===== src/rtl/proc_seq_pkg.sv =====
// Shared encodings and defaults for the processor run-control sequencer.
// State values are fixed because they are exported on the state debug port.
package proc_seq_pkg;

    typedef enum logic [2:0] {
        S_IDLE  = 3'd0,
        S_LOAD  = 3'd1,
        S_RUN   = 3'd2,
        S_DRAIN = 3'd3,
        S_DUMP  = 3'd4,
        S_DONE  = 3'd5
    } seq_state_e;

    // syscall encoding; fetching it ends the run
    localparam logic [31:0] HALT_WORD_DEFAULT = 32'h0000000C;

    localparam int RF_NUM_REGS = 32;

    // Five-stage pipeline: up to four instructions are still in flight behind the halting fetch.
    localparam int DRAIN_CYCLES_DEFAULT = 4;

endpackage


===== src/rtl/proc_sequencer.sv =====
// Run-control sequencer: streams a program into instruction memory, runs the datapath
// until halt/end-of-program/timeout, drains the pipeline and dumps the register file.
module proc_sequencer
    import proc_seq_pkg::*;
#(
    parameter int               ADDR_W       = 8,
    parameter int               CYC_W        = 16,
    parameter logic [CYC_W-1:0] MAX_CYCLES   = 16'hFFFF,
    parameter int               DRAIN_CYCLES = DRAIN_CYCLES_DEFAULT,
    parameter logic [31:0]      HALT_WORD    = HALT_WORD_DEFAULT
) (
    input  logic              clk,
    input  logic              reset,
    input  logic              start,
    input  logic [ADDR_W-1:0] prog_len,
    input  logic              ld_valid,
    input  logic [31:0]       ld_data,
    output logic              ld_ready,
    output logic              imem_wr_en,
    output logic              imem_rd_en,
    output logic [31:0]       imem_addr,
    output logic [31:0]       imem_wdata,
    output logic              init_mode,
    output logic              pc_reset,
    output logic              pc_write,
    input  logic [31:0]       pc_value,
    input  logic [31:0]       instruction,
    output logic              dbg_override,
    output logic [4:0]        dbg_reg_sel,
    input  logic [31:0]       reg_rd_data,
    output logic              dump_valid,
    input  logic              dump_ready,
    output logic [4:0]        dump_idx,
    output logic [31:0]       dump_value,
    output logic [CYC_W-1:0]  cycle_count,
    output logic [2:0]        state,
    output logic              busy,
    output logic              done,
    output logic              timeout,
    output logic              error
);

    localparam int               DRAIN_W    = (DRAIN_CYCLES > 1) ? $clog2(DRAIN_CYCLES) : 1;
    localparam logic [DRAIN_W-1:0] DRAIN_LAST = DRAIN_W'(DRAIN_CYCLES - 1);
    localparam logic [CYC_W-1:0] CYC_LAST   = MAX_CYCLES - 1'b1;
    localparam logic [4:0]       DUMP_LAST  = 5'(RF_NUM_REGS - 1);

    seq_state_e          r_state;
    logic [ADDR_W-1:0]   r_prog_len;
    logic [ADDR_W-1:0]   r_load_idx;
    logic [4:0]          r_dump_idx;
    logic [CYC_W-1:0]    r_cycle_count;
    logic [DRAIN_W-1:0]  r_drain_cnt;
    logic                r_timeout;
    logic                r_error;

    logic [31:0]         w_len_bytes;
    logic                w_halt;
    logic                w_cyc_last;
    logic                w_in_load;
    logic                w_in_init;

    assign w_len_bytes = {{(30-ADDR_W){1'b0}}, r_prog_len, 2'b00};
    assign w_halt      = (instruction == HALT_WORD) || (pc_value >= w_len_bytes);
    assign w_cyc_last  = (r_cycle_count == CYC_LAST);
    assign w_in_load   = (r_state == S_LOAD);
    assign w_in_init   = (r_state == S_IDLE) || (r_state == S_LOAD) || (r_state == S_DONE);

    always_ff @(posedge clk or posedge reset) begin
        if (reset) begin
            r_state       <= S_IDLE;
            r_prog_len    <= '0;
            r_load_idx    <= '0;
            r_dump_idx    <= '0;
            r_cycle_count <= '0;
            r_drain_cnt   <= '0;
            r_timeout     <= 1'b0;
            r_error       <= 1'b0;
        end else begin
            case (r_state)
                S_IDLE, S_DONE: begin
                    if (start) begin
                        r_load_idx    <= '0;
                        r_dump_idx    <= '0;
                        r_cycle_count <= '0;
                        r_drain_cnt   <= '0;
                        r_timeout     <= 1'b0;
                        if (prog_len != '0) begin
                            r_prog_len <= prog_len;
                            r_error    <= 1'b0;
                            r_state    <= S_LOAD;
                        end else begin
                            r_error    <= 1'b1;
                            r_state    <= S_DONE;
                        end
                    end
                end
                S_LOAD: begin
                    if (ld_valid) begin
                        r_load_idx <= r_load_idx + 1'b1;
                        if (r_load_idx == r_prog_len - 1'b1) begin
                            r_state <= S_RUN;
                        end
                    end
                end
                S_RUN: begin
                    r_cycle_count <= r_cycle_count + 1'b1;
                    // timeout wins when it coincides with a halt condition
                    if (w_cyc_last) begin
                        r_timeout <= 1'b1;
                        r_state   <= S_DRAIN;
                    end else if (w_halt) begin
                        r_state   <= S_DRAIN;
                    end
                end
                S_DRAIN: begin
                    if (r_drain_cnt == DRAIN_LAST) begin
                        r_drain_cnt <= '0;
                        r_state     <= S_DUMP;
                    end else begin
                        r_drain_cnt <= r_drain_cnt + 1'b1;
                    end
                end
                S_DUMP: begin
                    if (dump_ready) begin
                        r_dump_idx <= r_dump_idx + 1'b1;
                        if (r_dump_idx == DUMP_LAST) begin
                            r_state <= S_DONE;
                        end
                    end
                end
                default: r_state <= S_IDLE;
            endcase
        end
    end

    // All controls decode from the state register; only the memory write also looks at ld_valid.
    assign ld_ready     = w_in_load;
    assign imem_wr_en   = w_in_load & ld_valid;
    assign imem_addr    = {{(30-ADDR_W){1'b0}}, r_load_idx, 2'b00};
    assign imem_wdata   = ld_data;
    assign imem_rd_en   = (r_state == S_RUN) || (r_state == S_DRAIN);
    assign init_mode    = w_in_init;
    assign pc_reset     = w_in_init;
    assign pc_write     = (r_state == S_RUN);
    assign dbg_override = (r_state == S_DUMP);
    assign dbg_reg_sel  = r_dump_idx;
    assign dump_valid   = (r_state == S_DUMP);
    assign dump_idx     = r_dump_idx;
    assign dump_value   = reg_rd_data;
    assign cycle_count  = r_cycle_count;
    assign state        = r_state;
    assign busy         = !((r_state == S_IDLE) || (r_state == S_DONE));
    assign done         = (r_state == S_DONE);
    assign timeout      = r_timeout;
    assign error        = r_error;

endmodule


===== config.mk =====
export PLATFORM = sky130hd
export DESIGN_NAME = proc_sequencer
export DESIGN_NICKNAME = d
export VERILOG_FILES = /design/src/rtl/proc_seq_pkg.sv /design/src/rtl/proc_sequencer.sv
export SDC_FILE = /design/constraint.sdc
export NUM_CORES = 1
export LEC_CHECK = 0
export BUFFER_PORTS_ARGS = -buffer_cell sky130_fd_sc_hd__buf_2
export CAP_MARGIN = 15
export CORE_MARGIN = 10
export CORE_UTILIZATION = 37
export DETAILED_ROUTE_END_ITERATION = 8
export PLACE_DENSITY = 0.77
export SYNTH_ARGS = -nofsm -noshare
export SYNTH_HDL_FRONTEND = slang
export SYNTH_SLANG_ARGS = --single-unit

===== constraint.sdc =====
create_clock -name clk -period 2.2 [get_ports clk]
set_input_delay 0.11 -clock clk [delete_from_list [all_inputs] [get_ports clk]]
set_output_delay 0.11 -clock clk [all_outputs]
set_load 0.005 [all_outputs]

==> results by stage, run 1 <==
Layout:
- The sequential cells in the finished layout cover a total of 0.00111 mm^2.
- The library cell used most frequently in the layout, excluding fill and tap cells, is buf_2.
- The cell area after layout is 0.00443 mm^2.
- The library cells used most frequently in the layout, excluding fill and tap cells, are 125 x buf_2, 56 x nand2_1, 48 x buf_4.
- The fraction of final layout cells with drive strength greater than 1 is 41.3%.
- The multi-input combinational cells in the finished layout cover a total of 0.00195 mm^2.
- The number of standard cells in the layout, taps in and fillers out is 670.
- The number of nets at the end of the flow is 692.
- The repair_antennas step left the layout with diodes totalling 0.
- The total of fill cells in the finished design is roughly 960.
- Measured on the finished design, the core utilization comes to ~46%.
- The area growth from synthesis to layout is 22.4%.

STA:
- At the pin with the least slew margin, the transition time is 574 ps.
- Clock skew on the completed layout was measured at slightly below 10 ps.
- The final total negative setup slack is -11.7 ps.
- Setup violations remaining at the end of the flow were counted as 1.
- Setup slack on the critical path of the routed design comes to -11.7 ps.
- The worst pin sits at a relative slew slack of between 60% and 70%.
- Setup repair after global routing could not meet its margin everywhere.
- The number of pins with negative max-slew slack in the final report came to 0.
- The worst slack on hold paths is about 22 ps.
- The fraction of the cycle the final worst path needs is 101%.
- The hold violation count in the final report is 0.
- For this run, the top clock speed supported by timing is approximately 450 MHz.
- Counting I/O delays and the setup requirement, the final critical path takes roughly 2200 ps.

Placement:
- Timing analysis after detailed placement gives a worst setup slack of -157 ps.
- The post-detailed-placement half-perimeter wirelength is 8.84 mm.
- In this run, placement finished with an instance count of 657.
- After detailed placement, the total cell area comes to 0.00408 mm^2.
- The weighted congestion at the end of routability-driven global placement is 0.907.
- The port buffer count is between 100 and 150.

Die:
- The number of placement rows is 36.
- The boundary pin count is 278.
- The effective utilization at floorplan is between 30% and 40%.
- The chip width is 119 um.
- The placeable core region is 0.00964 mm^2.
- The area enclosed by the die boundary is 0.0142 mm^2.
- In this run the vertical extent of the chip is 119 um.

Routing:
- The overall routed net length is 11.2 mm.
- After detailed routing, the number of remaining DRC violations is 0.
- The remaining antenna violation count after routing is 0.
- Across all layers, the routed design uses about 3300 vias.
- The routed length per placed instance is 16.8 um.
- The initial detailed-routing violation count is 275.
- The number of iterations in the first detailed-routing pass is 4.
- After detailed routing, the number of vias per cell comes to 4.99.

Critical path:
- On the worst path, the slowest cell contributes a delay of 410 ps.
- For the worst setup path, the data required time is 2380 ps.
- The critical path data arrival time is 2390 ps.
- The critical path start-end classification is reg -> reg.
- The element type at the critical path end is a flop.
- The slowest stage of the critical path is the or3_4 cell.
- Along the worst path, the maximum fanout reaches 4.
- The register-to-register path setup slack is -10 ps.
- Among cell families on the critical path, the largest total delay comes from simple AND/OR/NAND/NOR gates.
- Traced cell by cell, the critical path runs through buf_4 -> or2_4 -> nor4_4 -> o211a_1 -> o31ai_2 -> or3_4 -> a2111o_1.
- STA classifies the critical path startpoint as a flop.
- The sum of buffers and inverters on the critical path is 1.

Global routing:
- Global routing used 14.9% of the available tracks.
- Entering global routing, the biggest net connects 45 pins.
- The number of antenna violations at the first check in global routing is 0.
- The first-pass GRT wire length is approximately 18 mm.
- The via count of the first global-routing pass was roughly 3500.
- The residual overflow from global routing is 0.

Outcome:
- The run finished, with violations left.
- The final reports fail on setup timing.

Yosys:
- The mean cell area of the mapped netlist is 8.29 um^2.
- In the synthesized netlist the async set-or-reset flop fraction comes to 100%.
- The post-synthesis cell type count is 56.
- The total number of yosys warnings is 0.
- The sequential cell area fraction in the yosys report is 30.4%.
- In this run, synthesis produced a sequential element count of 44.
- The cell count after synthesis is around 440.
- Yosys mapped a number of flops with a built-in enable equal to 0.
- The most used flip-flop cell after synthesis is dfrtp_1.
- The cell area that synthesis handed to floorplanning was roughly 0.0036 mm^2.

Clock network:
- The root buffer selected by CTS is clkbuf_8.
- The clock-pin slew reported for the worst setup and hold paths after clock tree synthesis is ~90 ps.
- The number of H-tree levels is 2.
- The clock passes through at most 2 buffers.
- Counting every sink on the clock net gives 44.
- TritonCTS built the clock tree.
- The clock latency reported for the late side of the worst-skew pair is 310 ps.
- The number of buffers added by the clock tree synthesis step is 5.

Power and ir drop:
- The leakage power summed over all cells is 2.24 nW.
- The post-layout total power is about 4.8 mW.
- The worst vdd rail ir drop is 462 uV.
- The total power per unit cell area is 1080 mW/mm^2.

Worst hold path:
- The min-delay analysis places its worst path in the category in -> reg.

Job:
- The count of max-cap constraint violations is 0.
==> worst min-delay path, delay by kind of cell <==
| family | cells | cell delay (ps) |
|---|---|---|
| buffers and inverters | 1 | 90 |
| AND/OR/NAND/NOR | 2 | 90 |
==> registers in the layout (all words and copies together), names as in the netlist <==
signal       cells
cycle_count     16
dbg_reg_sel      5
error            1
r_drain_cnt      2
r_load_idx       8
r_prog_len       8
state            3
timeout          1
==> cells by family (layout without fill, tap and decap cells) <==
logic type	after synthesis	in the layout	share of synthesized area (%)
and+or+nand+nor	163	163	22.9
buffers and inverters	127	204	23.2
AOI/OAI and AO/OA	62	62	11.7
DFF	44	44	30.4
xor gates and xnor gates	19	19	4.80
adders and majority gates	15	15	5.18
muxes	6	6	1.69
other	1	24	0.103
==> what timing repair did <==
action / 4_1_cts / 5_1_grt
setup buffers: 2 / 3
pin swaps: 13 / 11
hold endpoints to repair: 44 / 0
endpoints found under the setup margin: 3 / 3
hold buffers: 1 / 0
gates resized for setup: 21 / 14
==> report_power, final <==
part	switching, mW	total, mW	internal (mW)
clock network	0.300	0.671	0.372
logic	1.49	2.87	1.38
registers	0.256	1.27	1.01
==> layer usage <==
layer,track usage (%),up-vias,wire length (um)
met5,0,-,0
met4,7.10,0,263
met3,3.83,28,671
met2,26.8,131,5890
met1,15.9,1586,4420
li1,-,1598,-
==> Yosys cell counts, types with 9 or more instances <==
cell type | number | share of area [%]
a21oi_1 | 11 | 1.5
buf_4 | 96 | 20
dfrtp_1 | 44 | 30
ha_1 | 15 | 5.2
inv_1 | 18 | 1.9
nand2_1 | 56 | 5.8
nand3_1 | 16 | 2.2
nand4_1 | 13 | 2.2
nor2_1 | 23 | 2.4
nor3_1 | 9 | 1.2
nor4_1 | 19 | 3.3
o21ai_0 | 25 | 3.5
xor2_1 | 10 | 2.4
==> worst paths after layout <==
check,startpoint,endpoint,depth (start not counted)
max,r_prog_len[1],state[2],7
max reg2reg,r_prog_len[1],state[2],7
max in group asynchronous,reset,r_prog_len[0],4
min,prog_len[6],r_prog_len[6],3
min reg2reg,error,error,2
min in group asynchronous,reset,r_load_idx[4],4
==> final cells by class <==
class	count	area share (%)
flip-flops and latches	44	24.9
clock buffers	6	1.86
inverters	21	1.81
repair buffers	175	22.7
well taps	133	3.75
clock inverters	2	0.875
multi-input cells	289	44.0
No activity file was read; power rests on OpenSTA's default activity.
==> run 2: changes to the inputs <==
Settings changed: CORE_AREA from default to 2 2 108 110, CORE_MARGIN 10 to default, CORE_UTILIZATION 37 to default, DIE_AREA from default to 0 0 110 112, PLACE_DENSITY 0.77 to 0.69.
==> run 2 against run 1 <==
The flow still finishes with violations (setup timing). Sequential cell count unchanged. First-iteration DRC count down 32%. Non-clock buffer count down 1. Routed wire length down 10%. Cell area up 0.14%. Cell count up 1.3%. Register-to-register slack worse by 95 ps. Combinational power down 4%. Largest cell class unchanged.
==> results by stage, run 2 (synthesis gave the netlist of run 1 again) <==
Clock network:
- The number of H-tree levels is 2.
- TritonCTS built the clock tree.
- Counting along the longest clock path gives a buffer depth of 2.
- CTS saw 44 sinks.
- For the worst-skew pair, the clock arrives at the later sink with an insertion delay of between 200 and 300 ps.
- Counting the buffers created by CTS gives 5.
- After clock tree synthesis, the clock-pin slew on the worst setup and hold paths is roughly 60 ps.
- In this run the clock root is driven by a clkbuf_16.

Global routing:
- The via count of the first global-routing pass is between 3000 and 4000.
- The number of antenna violations at the first check in global routing is 0.
- Entering global routing, the biggest net connects 24 pins.
- The first global-routing pass estimated 15.9 mm of wire.
- The total routing usage reported by global routing is between 10% and 20%.
- The total overflow left after global routing is 0.

Outcome:
- The flow ran to the end, but the final reports show violations.
- The checks that failed: setup timing.

Critical path:
- The critical path contains buffers and inverters numbering 2 combined.
- Data on the critical path arrives at its endpoint at 2470 ps.
- The startpoint of the worst register-to-register path is r_prog_len[3].
- The endpoint identified for the worst register-to-register timing path is state[2].
- The worst setup path startpoint is r_prog_len[3].
- The worst register-to-register path has a depth of 8.
- STA puts the critical path data required time at 2360 ps.
- The element type at the critical path end is a flop.
- The critical path start-end classification is reg -> reg.
- The master of the slowest instance on the critical path is dfrtp_1.
- The worst setup path is launched from a flop.
- Of all nets on the critical path, the largest fanout is 4.
- On the worst path, the slowest cell contributes a delay of 410 ps.
- Walking the worst path, the cells encountered are buf_6 -> or3_4 -> nor3_1 -> nor4b_2 -> o31ai_2 -> buf_4 -> nor4_1 -> a2111o_1.
- Broken down by cell family, the worst path's largest delay share belongs to simple AND/OR/NAND/NOR gates.
- Counting buffers and inverters, the worst setup path is 8 cells deep.
- The register-to-register path setup slack is -110 ps.
- The critical path ends at state[2].

STA:
- Across all hold checks on the routed design, the worst slack comes to 30.7 ps.
- The number of pins with negative max-slew slack in the final report is 0.
- The worst pin sits at a relative slew slack of between 40% and 50%.
- The highest clock frequency the design can meet is 433 MHz.
- Setup slack on the critical path of the routed design comes to -107 ps.
- The worst path uses 105% of the clock period.
- For the final database, setup skew stands at 6.44 ps.
- For the pin with the worst max-slew slack, the measured transition is roughly 800 ps.
- Setup violations remaining at the end of the flow were counted as 3.
- Setup repair after global routing could not meet its margin everywhere.
- Setup total negative slack on the finished layout was measured at -154 ps.
- The hold violation count in the final report is 0.
- The shortest clock period the worst path allows after layout is 2310 ps.

Layout:
- The antenna diode count is 0.
- After the last flow step, the layout net total stands at 691.
- Of the cells placed in the final design, the portion with a size suffix greater than 1 is 40.7%.
- The flip-flop and latch area is 0.00110 mm^2.
- The core occupancy in the finished layout is 39.7%.
- The area occupied by multi-input gates is 0.00190 mm^2.
- Compared with the post-synthesis result, the final layout area differs by 22.5%.
- The top cell types in the final layout, fill and taps aside, are 125 x buf_2, 56 x nand2_1, 47 x buf_4.
- Fill cells in the final layout number 1129.
- The library cell used most frequently in the layout, excluding fill and tap cells, is buf_2.
- The number of standard cells in the layout, taps in and fillers out is 679.
- The cell area after layout is ~0.0044 mm^2.
- The register with the most flip-flops in the layout has 16 of them.

Placement:
- The number of placed instances, taps included, is 670.
- Summing all placed instances gives a cell area of a little over 0.004 mm^2.
- Timing analysis after detailed placement gives a worst setup slack of -146 ps.
- During placement, the flow inserted port buffers numbering 125.
- The congestion estimate from routability-driven global placement came to 0.895.
- The HPWL after detailed placement is between 8 and 9 mm.

Worst hold path:
- The tightest min-delay check is of the in -> reg type.

Routing:
- The detailed router placed 3319 vias in this run.
- The overall routed net length is 10.1 mm.
- The number of iterations in the first detailed-routing pass is 4.
- The number of remaining DRC errors is 0.
- The initial detailed-routing violation count is 188.
- The remaining antenna violation count after routing is 0.
- In the final routed layout, each cell accounts on average for ~15 um.
- The routed via count divided by cell count is 4.89.

Power and ir drop:
- For this design the ratio of total power to cell area is 1100 mW/mm^2.
- Total power for the finished layout comes to 4.89 mW.
- For this design the static power due to leakage is 2.26 nW.
- IR analysis of the VDD net gives a maximum drop of ~340 uV.

Die:
- The floorplan step defined a die boundary enclosing around 0.012 mm^2.
- Measured along the x axis, the die boundary spans 110 um.
- The number of placement rows is 39.
- Once the floorplan was initialized, standard cells occupied between 30% and 40% of the core.
- The placeable core region is 0.0112 mm^2.
- The boundary pin count is 278.
- The overall die height is 112 um.

Job:
- The count of max-cap constraint violations is 0.
## run 2: worst min-delay path by stage
stage / startpoint / to / slack, ps / cells after the start
floorplan: prog_len[0] / r_prog_len[0] / 220 / 2
CTS: prog_len[7] / r_prog_len[7] / 30 / 3
global route: prog_len[6] / r_prog_len[6] / 40 / 3
global placement: reset / cycle_count[3] / 200 / 2
finish: prog_len[7] / r_prog_len[7] / 30 / 3
detailed placement: reset / cycle_count[3] / 200 / 2
## run 2: timing repair
| item | 4_1_cts | 5_1_grt |
|---|---|---|
| buffers inserted | 0 | 0 |
| hold buffers | 1 | 0 |
| cloned | 0 | 0 |
| pin swaps | 0 | 12 |
| endpoints found under the setup margin | 3 | 5 |
| resized for setup | 8 | 18 |
| hold endpoints to repair | 21 | 0 |
## run 2: worst register-to-register path, stage by stage (launching register included)
cell	delay, ps
dfrtp_1	410
buf_6	150
or3_4	380
nor3_1	230
nor4b_2	100
o31ai_2	320
buf_4	190
nor4_1	50
a2111o_1	360
## run 2: report_power, final
part	switching, mW	internal, mW
clock network	0.326	0.569
logic	1.45	1.31
registers	0.220	1.01
total	1.99	2.89
## run 2: per-layer routing
| layer | vias to the layer above | GRT usage, % | share of wire [%] |
|---|---|---|---|
| met4 | 0 | 5.06 | 1.6 |
| met5 | - | 0 | 0 |
| met1 | 1564 | 21.5 | 43 |
| met3 | 27 | 4.80 | 7.9 |
| met2 | 131 | 25.4 | 47 |
| li1 | 1597 | - | - |
## run 2: layout make-up
| class | instances | share of cell area (%) |
|---|---|---|
| timing repair buffer | 174 | 22.5 |
| clock buffer | 6 | 3.13 |
| tap | 143 | 4.03 |
| sequential | 44 | 24.9 |
| clock inverter | 2 | 0.873 |
| inverter | 21 | 1.80 |
| multi-input combinational | 289 | 42.8 |
